## src/rtl/ex_mem_reg.sv

```systemverilog
// ---------------------------------------------------------------------------
// ex_mem_reg -- EX/MEM pipeline register of the 5-stage MIPS core.
//
// Captures the EX-stage result, store data, destination register, PC+8 and
// the MEM/WB control bits, and presents them to the data-memory stage.
// Handles debug-unit enable, hazard stall, flush (bubble insertion),
// misaligned-access suppression and halt propagation (RUN/HALTED).
//
// Ports
//   i_clock        system clock, rising edge
//   i_reset        asynchronous active-low reset
//   i_enable       debug-unit run/step enable; 0 freezes every register
//   i_stall        hazard stall; holds the current entry
//   i_flush        loads a bubble (wins over stall)
//   i_aluresult    EX result / data-memory address
//   i_datawrite    store data
//   i_regdest      destination register index
//   i_pc8          PC+8 link value
//   i_mem          [2] memread, [1] memwrite, [0] reserved
//   i_wb           [1] regwrite, [0] memtoreg
//   i_signedmem    sign-extend load
//   i_sizemem      00 byte, 01 half, 10/11 word
//   i_halt         HALT instruction present in EX
//   o_*            registered copies of the above (control gated)
//   o_misaligned   held entry is a misaligned memory access
//   o_halt         HALT has reached this stage
//   o_valid        held entry is a real instruction, not a bubble
// ---------------------------------------------------------------------------
module ex_mem_reg #(
  parameter int unsigned DATA_WIDTH = 32,
  parameter int unsigned REG_ADDR   = 5
) (
  input  logic                  i_clock,
  input  logic                  i_reset,
  input  logic                  i_enable,
  input  logic                  i_stall,
  input  logic                  i_flush,
  input  logic [DATA_WIDTH-1:0] i_aluresult,
  input  logic [DATA_WIDTH-1:0] i_datawrite,
  input  logic [REG_ADDR-1:0]   i_regdest,
  input  logic [DATA_WIDTH-1:0] i_pc8,
  input  logic [2:0]            i_mem,
  input  logic [1:0]            i_wb,
  input  logic                  i_signedmem,
  input  logic [1:0]            i_sizemem,
  input  logic                  i_halt,
  output logic [DATA_WIDTH-1:0] o_address,
  output logic [DATA_WIDTH-1:0] o_datawrite,
  output logic [REG_ADDR-1:0]   o_regdest,
  output logic [DATA_WIDTH-1:0] o_pc8,
  output logic [2:0]            o_mem,
  output logic [1:0]            o_wb,
  output logic                  o_signedmem,
  output logic [1:0]            o_sizemem,
  output logic                  o_misaligned,
  output logic                  o_halt,
  output logic                  o_valid
);

  localparam int unsigned MEM_W  = 3;
  localparam int unsigned WB_W   = 2;
  localparam int unsigned SIZE_W = 2;

  localparam logic [SIZE_W-1:0] SIZE_BYTE = 2'b00;
  localparam logic [SIZE_W-1:0] SIZE_HALF = 2'b01;

  typedef enum logic {
    ST_RUN    = 1'b0,
    ST_HALTED = 1'b1
  } state_e;

  // Everything held by the stage for one instruction.
  typedef struct packed {
    logic [DATA_WIDTH-1:0] address;
    logic [DATA_WIDTH-1:0] datawrite;
    logic [REG_ADDR-1:0]   regdest;
    logic [DATA_WIDTH-1:0] pc8;
    logic [MEM_W-1:0]      mem;
    logic [WB_W-1:0]       wb;
    logic                  signedmem;
    logic [SIZE_W-1:0]     sizemem;
    logic                  misaligned;
    logic                  valid;
  } entry_t;

  state_e state_q, state_d;
  entry_t entry_q, entry_d;

  logic   mem_access_c;
  logic   size_mis_c;
  logic   mis_c;
  entry_t load_entry_c;

  // Alignment requirement of the incoming access size.
  always_comb begin
    size_mis_c = 1'b0;
    unique case (i_sizemem)
      SIZE_BYTE: size_mis_c = 1'b0;
      SIZE_HALF: size_mis_c = i_aluresult[0];
      default:   size_mis_c = |i_aluresult[1:0];
    endcase
  end

  assign mem_access_c = i_mem[2] | i_mem[1];
  assign mis_c        = mem_access_c & size_mis_c;

  // Entry captured on a normal load; control is squashed for a misaligned
  // access (no memory or register write) and for HALT (no side effects).
  always_comb begin
    load_entry_c            = '0;
    load_entry_c.address    = i_aluresult;
    load_entry_c.datawrite  = i_datawrite;
    load_entry_c.regdest    = i_regdest;
    load_entry_c.pc8        = i_pc8;
    load_entry_c.signedmem  = i_signedmem;
    load_entry_c.sizemem    = i_sizemem;
    load_entry_c.misaligned = mis_c;
    load_entry_c.valid      = 1'b1;
    load_entry_c.mem        = i_mem;
    load_entry_c.wb         = i_wb;
    if (mis_c) begin
      load_entry_c.mem[2:1] = 2'b00;
      load_entry_c.wb[1]    = 1'b0;
    end
    if (i_halt) begin
      load_entry_c.mem = '0;
      load_entry_c.wb  = '0;
    end
  end

  // Next-state / next-entry selection in update priority order:
  // enable, halted, flush, stall, load.
  always_comb begin
    state_d = state_q;
    entry_d = entry_q;
    if (i_enable) begin
      if ((state_q == ST_HALTED) || i_flush) begin
        entry_d = '0;
      end else if (!i_stall) begin
        entry_d = load_entry_c;
        if (i_halt) begin
          state_d = ST_HALTED;
        end
      end
    end
  end

  // State and entry registers.
  always_ff @(posedge i_clock or negedge i_reset) begin
    if (!i_reset) begin
      state_q <= ST_RUN;
      entry_q <= '0;
    end else begin
      state_q <= state_d;
      entry_q <= entry_d;
    end
  end

  assign o_address    = entry_q.address;
  assign o_datawrite  = entry_q.datawrite;
  assign o_regdest    = entry_q.regdest;
  assign o_pc8        = entry_q.pc8;
  assign o_mem        = entry_q.mem;
  assign o_wb         = entry_q.wb;
  assign o_signedmem  = entry_q.signedmem;
  assign o_sizemem    = entry_q.sizemem;
  assign o_misaligned = entry_q.misaligned;
  assign o_valid      = entry_q.valid;
  // Halt flag is the state flop itself, so it is set in the same update as
  // the HALT entry and survives every later bubble until reset.
  assign o_halt       = (state_q == ST_HALTED);

endmodule

```

## config.mk

```make
export PLATFORM = sky130hd
export DESIGN_NAME = ex_mem_reg
export DESIGN_NICKNAME = d
export VERILOG_FILES = /design/src/rtl/ex_mem_reg.sv
export SDC_FILE = /design/constraint.sdc
export NUM_CORES = 1
export LEC_CHECK = 0
export ABC_AREA = 1
export BUFFER_PORTS_ARGS = -buffer_cell sky130_fd_sc_hd__buf_4
export CAP_MARGIN = 10
export CORE_ASPECT_RATIO = 1.2
export CORE_MARGIN = 8
export CORE_UTILIZATION = 45
export CTS_CLUSTER_SIZE = 24
export DETAILED_ROUTE_END_ITERATION = 7
export GPL_TIMING_DRIVEN = 0
export PLACE_DENSITY = 0.79
export SLEW_MARGIN = 20
export SYNTH_ARGS = -nofsm -noshare
export SYNTH_HDL_FRONTEND = slang
export SYNTH_SLANG_ARGS = --single-unit
```

## constraint.sdc

```tcl
create_clock -name i_clock -period 1.4 [get_ports i_clock]
set_input_delay 0.21 -clock i_clock [delete_from_list [all_inputs] [get_ports i_clock]]
set_output_delay 0.21 -clock i_clock [all_outputs]
set_load 0.1 [all_outputs]
```

======== Word-level counts from Yosys, hierarchy flattened ========
Cells that the tools add are included.
storage, ports and cells
  output and inout port bits .............. 112
  logic and storage cells ................. 28
  register bits after elaboration ......... 112
operators by class
  muxes and demuxes ....................... 6
  equality and inequality tests ........... 2
  reduce and logical (&&, ||, !) cells .... 5
  bitwise gates (word level) .............. 4
operators with widths
  kind                number
  $mux 111            2
  $mux 5              1
  $reduce_and 4->1    1
  $eq 2x1->1 const B  1
  $logic_not 2->1     1
  $mux 2              1
  $ne 2x1->1 const B  1
  $not 1->1           2
  $pmux 1 s2          1
  $reduce_and 2->1    1
  $reduce_or 2->1     1
  $and 1x1->1         1
  $logic_or 1x1->1    1
  $mux 1              1
  $or 1x1->1          1

======== Depth between registers and ports, before layout ========
Gate-level depths: netlist (run 1).
  word-level depth ........................ 7
  mapped depth ............................ 7
  depth with buffers taken out ............ 6

======== Worst setup path after synthesis (run 1) ========
Ideal clock, no wire load.
  path kind ............................... reg-to-reg
  start ................................... reg state_q (netlist: o_halt)
  end ..................................... reg entry_q, in the netlist o_address[10]
  path buffers ............................ 2
  required time ........................... 1.278 ns
  path slack .............................. -0.310 ns
  clock period less this slack ............ 1.710 ns
  setup time .............................. 0.122 ns
  cell stages (with the launch flop) ...... 8
  data arrival time ....................... 1.588 ns
  path through ............................ dfrtp_1 > nor2_2 > nand2_1 > nand2_1 > buf_4 > buf_4 > nand2_1 > nand2_1
between the ends
  cells in the longest elaborated chain, start to end .. 3
  elaborated cells between the ends (all ways) .. 4
  those cells by class .................... eq/ne: 1; mux: 1; reduce/logical: 2
ends and longest elaborated chain
  what                        line  text
  from (decl)                 86    state_e state_q, state_d;
  from (signal assigned)      154   state_q <= state_d;
  $logic_or 1x1->1 *          137   if ((state_q == ST_HALTED) || i_flush) begin
  $ne 2x1->1 (no line)        n/a
  $reduce_and 2->1 (no line)  n/a
  to (signal assigned)        155   entry_q <= entry_d;
  to (decl)                   87    entry_t entry_q, entry_d;
Mark *: on every way between the ends. The rest lies on a longest branch, timed or not.
A chain may end at the register's enable or synchronous reset.

======== Worst setup path in the final report (run 1) ========
  start ................................... reg state_q (netlist: o_halt)
  end ..................................... reg entry_q, in the netlist o_datawrite[25]
The elaborated chain is that of the path after synthesis.

==> metrics, run 1 <==
Fmax=0.7433 GHz; synthesized area per cell=between 9 and 10 um2; number of global-route vias before repair=4442; post-DP HPWL=about 11000 um; final std cells w/o fill=between 800 and 900; clk buf depth=2; I/O Buffers=around 230; CTS tree=built; Die ar.=between 10000 and 15000 um2; Worst setup endpoint=o_datawrite[25]$_DFFE_PN0P_; initial antenna violation count=0; later-pin clock latency in the skew report=340 ps; Yosys warning count=0; Root Buffer=clkbuf_16; fin. max-slew vios=0; hold buffers post-CTS=0; Gate Count Post-Synth=a little under 500; Crit. End Element=flip-flop; placed inst area=~6300 um2; setup tns final=0 ps; top area cells in the synthesized netlist=dfrtp_1 63%, nand2_1 19%, nand3_1 12%, buf_2 2.4%, buf_4 1.7%; Overflow after GRT=0; initial core utilization=between 40% and 50%; Worst R2R Start=o_halt$_DFFE_PN0P_; Hold Slack=-22.53 ps; Reg clk slew, reported paths=~70 ps; Placed Instances=around 840; post-route ant nets=0; 1st-pass router iterations=4; GRT Overall Usage=about a fifth; Min-Delay Path Class=in -> async; Finished Core Util=70.67%; Synth top area share=between 60% and 70%; Worst setup SP type=flip-flop; most frequent cells after synthesis=227 x nand2_1, 112 x dfrtp_1, 105 x nand3_1; Syn Nets=a little over 600; FF-to-FF setup slack=between 50 and 60 ps; core box area=~9600 um2; ys flop type=dfrtp_1; Mapped Area=about 4400 um2; PD cells=1033 nW/um2; vias=4311; IO Count=227; Iteration-0 DRC Markers=~210; top-count cell post-synth=nand2_1; clock buffers created by TritonCTS=9; Synth cell types=13; drt wl/cell=between 15 and 20 um; Cell Rows=39; RSZ-0062 raised after global routing=yes; clk_skew=roughly 8.5 ps; Max-cap violations=0; H-tree depth=3; largest net degree at the start of global routing=~110; Sinks on Clock Net=between 100 and 150; Synth-to-Final Area Change=52.13%; failing checks=negative hold slack; worst r2r path cells=7; Placer Congestion=roughly 0.8; Fill cells=approximately 760; first-pass GRT wire length=approximately 22000 um; worst IR drop on VDD=between 500 and 600 uV; Critical Path AT=1620 ps; Die Wd=about 110 um; Finished Cell Area=6759 um2; Slew HR=40.22%; worst path required time=between 1500 and 2000 ps; Post-Route WL=between 10000 and 15000 um; Yosys top cell by area=dfrtp_1; Post-synth EDFFs=0; status=finished, violations left; Final setup viols=0; crit path time final=approximately 1300 ps; period utilisation layout=96.09%; pre-CTS WS=-40.34 ps; Crit Path Category=reg -> reg; share of layout cells above drive strength 1=38.43%; DRC=0; Seq/Total Area, Yosys=around 63%; asr flop ratio synth=100.0%; ANT cells=0; Crit. Startpoint=o_halt$_DFFE_PN0P_; Vert. Die Dim=between 100 and 150 um; Slew @ Worst Pin=approximately 900 ps; Yosys reg bits=between 100 and 150; vias per inst=approximately 5.0; fin worst setup slack=between 50 and 60 ps; CP Max Fanout=10; worst r2r dst=o_datawrite[25]$_DFFE_PN0P_; Fin. Hold Viols=11; Final nets=around 850; Static Leakage=~4.0 nW
==> power breakdown <==
group	total [mW]	switching, mW	internal, mW
registers	3.30	0.0254	3.28
clock network	2.67	1.08	1.58
logic	1.01	0.641	0.372
==> timing repair <==
action	CTS	global route
setup endpoints to repair	100	88
pin swaps	0	1
setup buffers	0	1
gates cloned	0	3
resized for setup	6	23
==> cells in the final DEF, fill, tap and decap left out, drive strengths merged <==
master,netlist,routed
buf,32,256
nor2,4,4
bufinv,0,1
nand3,105,105
dfrtp,112,112
a31o,1,1
clkbuf,2,22
inv,6,6
o21ai,4,4
nand2,227,227
clkinv,0,1
==> critical path, stage by stage, from the launching register on <==
cell	delay [ps]
dfrtp_4	500
nor2_4	150
nand2_2	90
nand2_4	110
buf_8	160
buf_6	140
nand2_1	60
nand2_1	50
==> through the flow <==
| step | power (mW) | hold WS (ps) |
|---|---|---|
| 2_1_floorplan | 3.852 | -85.59 |
| 3_3_place_gp | 4.304 | 413.9 |
| 3_5_place_dp | 4.318 | 421.7 |
| 4_1_cts | 6.999 | 56.07 |
| 5_1_grt | 7.215 | 63.04 |
| 6_report | 6.980 | -22.53 |
==> state kept, by name, summed over array words and instances, names as in the netlist <==
signal,flops
o_address,32
o_datawrite,32
o_halt,1
o_mem,3
o_misaligned,1
o_pc8,32
o_regdest,5
o_signedmem,1
o_sizemem,2
o_valid,1
o_wb,2
==> cells by family (layout without fill, tap and decap cells) <==
logic type	after synthesis	count (layout)	synth area share (%)
compound gates	5	5	0.6478
simple gates	336	336	31.46
flops	112	112	63.08
buf+inv	40	286	4.815
==> how the worst min path moves through the flow <==
stage,startpoint,endpoint,slack [ps],depth (start not counted)
after floorplan,i_reset,o_address[0]$_DFFE_PN0P_,-90,0
after global placement,i_mem[0],o_mem[0]$_DFFE_PN0P_,410,3
after detailed placement,i_mem[0],o_mem[0]$_DFFE_PN0P_,420,3
after CTS,i_reset,o_mem[2]$_DFFE_PN0P_,60,1
after global routing,i_reset,o_wb[0]$_DFFE_PN0P_,60,1
final,i_reset,o_wb[0]$_DFFE_PN0P_,-20,1
==> routing by layer <==
layer	GRT usage, %	vias to the layer above	wire (um)
met5	0	-	0
met4	6.888	0	288
met3	10.87	17	1825
met2	34.63	201	7186
met1	22.45	2044	5249
li1	-	2049	-
==> layout make-up <==
class	instances	area (um2)	area share, %
Buffer	34	261.5	3.869
Tap cell	123	153.9	2.277
Inverter	6	22.52	0.3332
Timing Repair Buffer	230	1754	25.95
Clock inverter	2	35.03	0.5183
Clock buffer	14	284.0	4.202
Sequential cell	112	2806	41.52
Multi-Input combinational cell	341	1441	21.33
Note: power is estimated with default switching activity, not from simulation.
==> inputs of run 2 (changes only) <==
Settings changed: CORE_UTILIZATION 45 to 41, PLACE_DENSITY 0.79 to 0.76.
Clock period 1.4 ns to 1.2 ns, I/O delays scaled along.
==> metrics, run 2 (synthesis gave the netlist of run 1 again) <==
Psw=2.077 mW; final std cells w/o fill=a little under 900; Int Power=around 5.8 mW; Worst setup SP type=flip-flop; Die Wd=111.0 um; drt wl/cell=approximately 16 um; period utilisation layout=111.3%; Max-cap violations=0; Sinks on Clock Net=approximately 110; most frequent cells in the layout=195 x nand2_1, 162 x buf_4, 109 x dfrtp_1, 105 x nand3_1, 69 x buf_6; Cell Rows=about 40; Seq pwr share=between 40% and 50%; DRC=0; failing checks=negative hold slack, negative setup slack; Fmax=roughly 0.75 GHz; H-tree depth=3; Critical Path AT=1160 ps; sw frac=a little over a quarter; fin. max-slew vios=0; CP Max Fanout=3; Root Buffer=clkbuf_16; initial core utilization=a little over two fifths; fin worst setup slack=-135.5 ps; Synth-to-Final Area Change=63.36%; Final setup viols=between 100 and 150; Post-Route WL=about 14000 um; Reg clk slew, reported paths=~70 ps; vias=between 4000 and 5000; Vert. Die Dim=around 130 um; clk_skew=between 6 and 7 ps; Crit Path Category=reg -> out; Min-Delay Path Class=in -> async; I/O Buffers=226; Slew @ Worst Pin=885.2 ps; Crit. End Element=primary output; Fin. Hold Viols=34; post-DP HPWL=about 10000 um; clock buffers created by TritonCTS=9; Clock power frac=34.8%; post-route ant nets=0; crit path time final=about 1300 ps; core box area=between 10000 and 15000 um2; worst IR drop on VDD=591.1 uV; Die ar.=between 10000 and 15000 um2; largest net degree at the start of global routing=approximately 110; share of layout cells above drive strength 1=about 43%; Comb pwr share=approximately 16%; ANT cells=0; GRT Overall Usage=18.22%; Hold Slack=-36.58 ps; Placed Instances=848; vias per inst=4.941; RSZ-0062 raised after global routing=yes; setup tns final=-7954 ps; PD cells=1084 nW/um2; worst path required time=approximately 1000 ps; status=finished, violations left; IO Count=227; number of global-route vias before repair=about 4200; 1st-pass router iterations=4; Overflow after GRT=0; most common cell after layout, fill and taps aside=nand2_1; initial antenna violation count=0; Final nets=850; first-pass GRT wire length=roughly 21000 um; Iteration-0 DRC Markers=around 150; FF-to-FF setup slack=-120 ps; clk buf depth=2; Slew HR=40.99%; Static Leakage=about 4.1 nW; Placer Congestion=around 0.77; later-pin clock latency in the skew report=340 ps; CTS tree=built
==> run 2: critical path: stages (launching register included) <==
cell	delay, ps
dfrtp_4	500
buf_4	160
buf_12	160
==> run 2: final timing paths <==
kind | from | end | cells after the start
worst max-delay path | o_halt$_DFFE_PN0P_ | o_halt | 2
worst min-delay path | i_reset | o_datawrite[24]$_DFFE_PN0P_ | 1
worst max register to register | o_halt$_DFFE_PN0P_ | o_address[25]$_DFFE_PN0P_ | 7
worst min register to register | o_address[15]$_DFFE_PN0P_ | o_address[15]$_DFFE_PN0P_ | 2
max in group asynchronous | i_reset | o_halt$_DFFE_PN0P_ | 1
min in group i_clock | i_wb[0] | o_wb[0]$_DFFE_PN0P_ | 3
==> run 2: cell type report <==
cell class	count	area [um2]
inverter	6	22.52
multi-input combinational	341	1551
timing repair buffer	231	2138
sequential	112	2809
tap	129	161.4
clock inverter	3	17.52
buffer	34	307.8
fill	815	3258
clock buffer	13	250.2
==> run 2: power by group through the flow <==
stage	Clock [mW]	Combinational, mW	Sequential (mW)
6_report	2.74	1.27	3.86
4_1_cts	2.80	1.15	3.85
3_3_place_gp	0	1.11	3.92
5_1_grt	2.96	1.35	3.86
3_5_place_dp	0	1.13	3.92
2_1_floorplan	0	0.241	4.27
==> run 2: per-layer routing <==
metal	vias to the layer above	GRT usage (%)	wire length [um]
met5	-	0	0
met2	182	28.93	6925
li1	2050	-	-
met4	0	7.384	318
met1	2040	21.59	5647
met3	22	7.622	1383
==> run 2: per-stage QoR <==
step | worst slack (ps) | utilization (%) | power, mW | instance area, um2
2_1_floorplan | -161.3 | - | 4.508 | 4478
3_3_place_gp | -432.7 | 60.25 | 5.032 | 6336
3_5_place_dp | -217.2 | 60.29 | 5.049 | 6340
4_1_cts | -89.36 | 63.52 | 7.799 | 6680
5_1_grt | -191.2 | 69.02 | 8.168 | 7258
6_report | -135.5 | 69.02 | 7.868 | 7258
==> run 2: timing repair <==
item,4_1_cts,5_1_grt
endpoints found under the setup margin,102,175
pin swaps,0,7
gates cloned,0,3
resized for setup,22,139
setup buffers,0,2
hold buffers,0,0
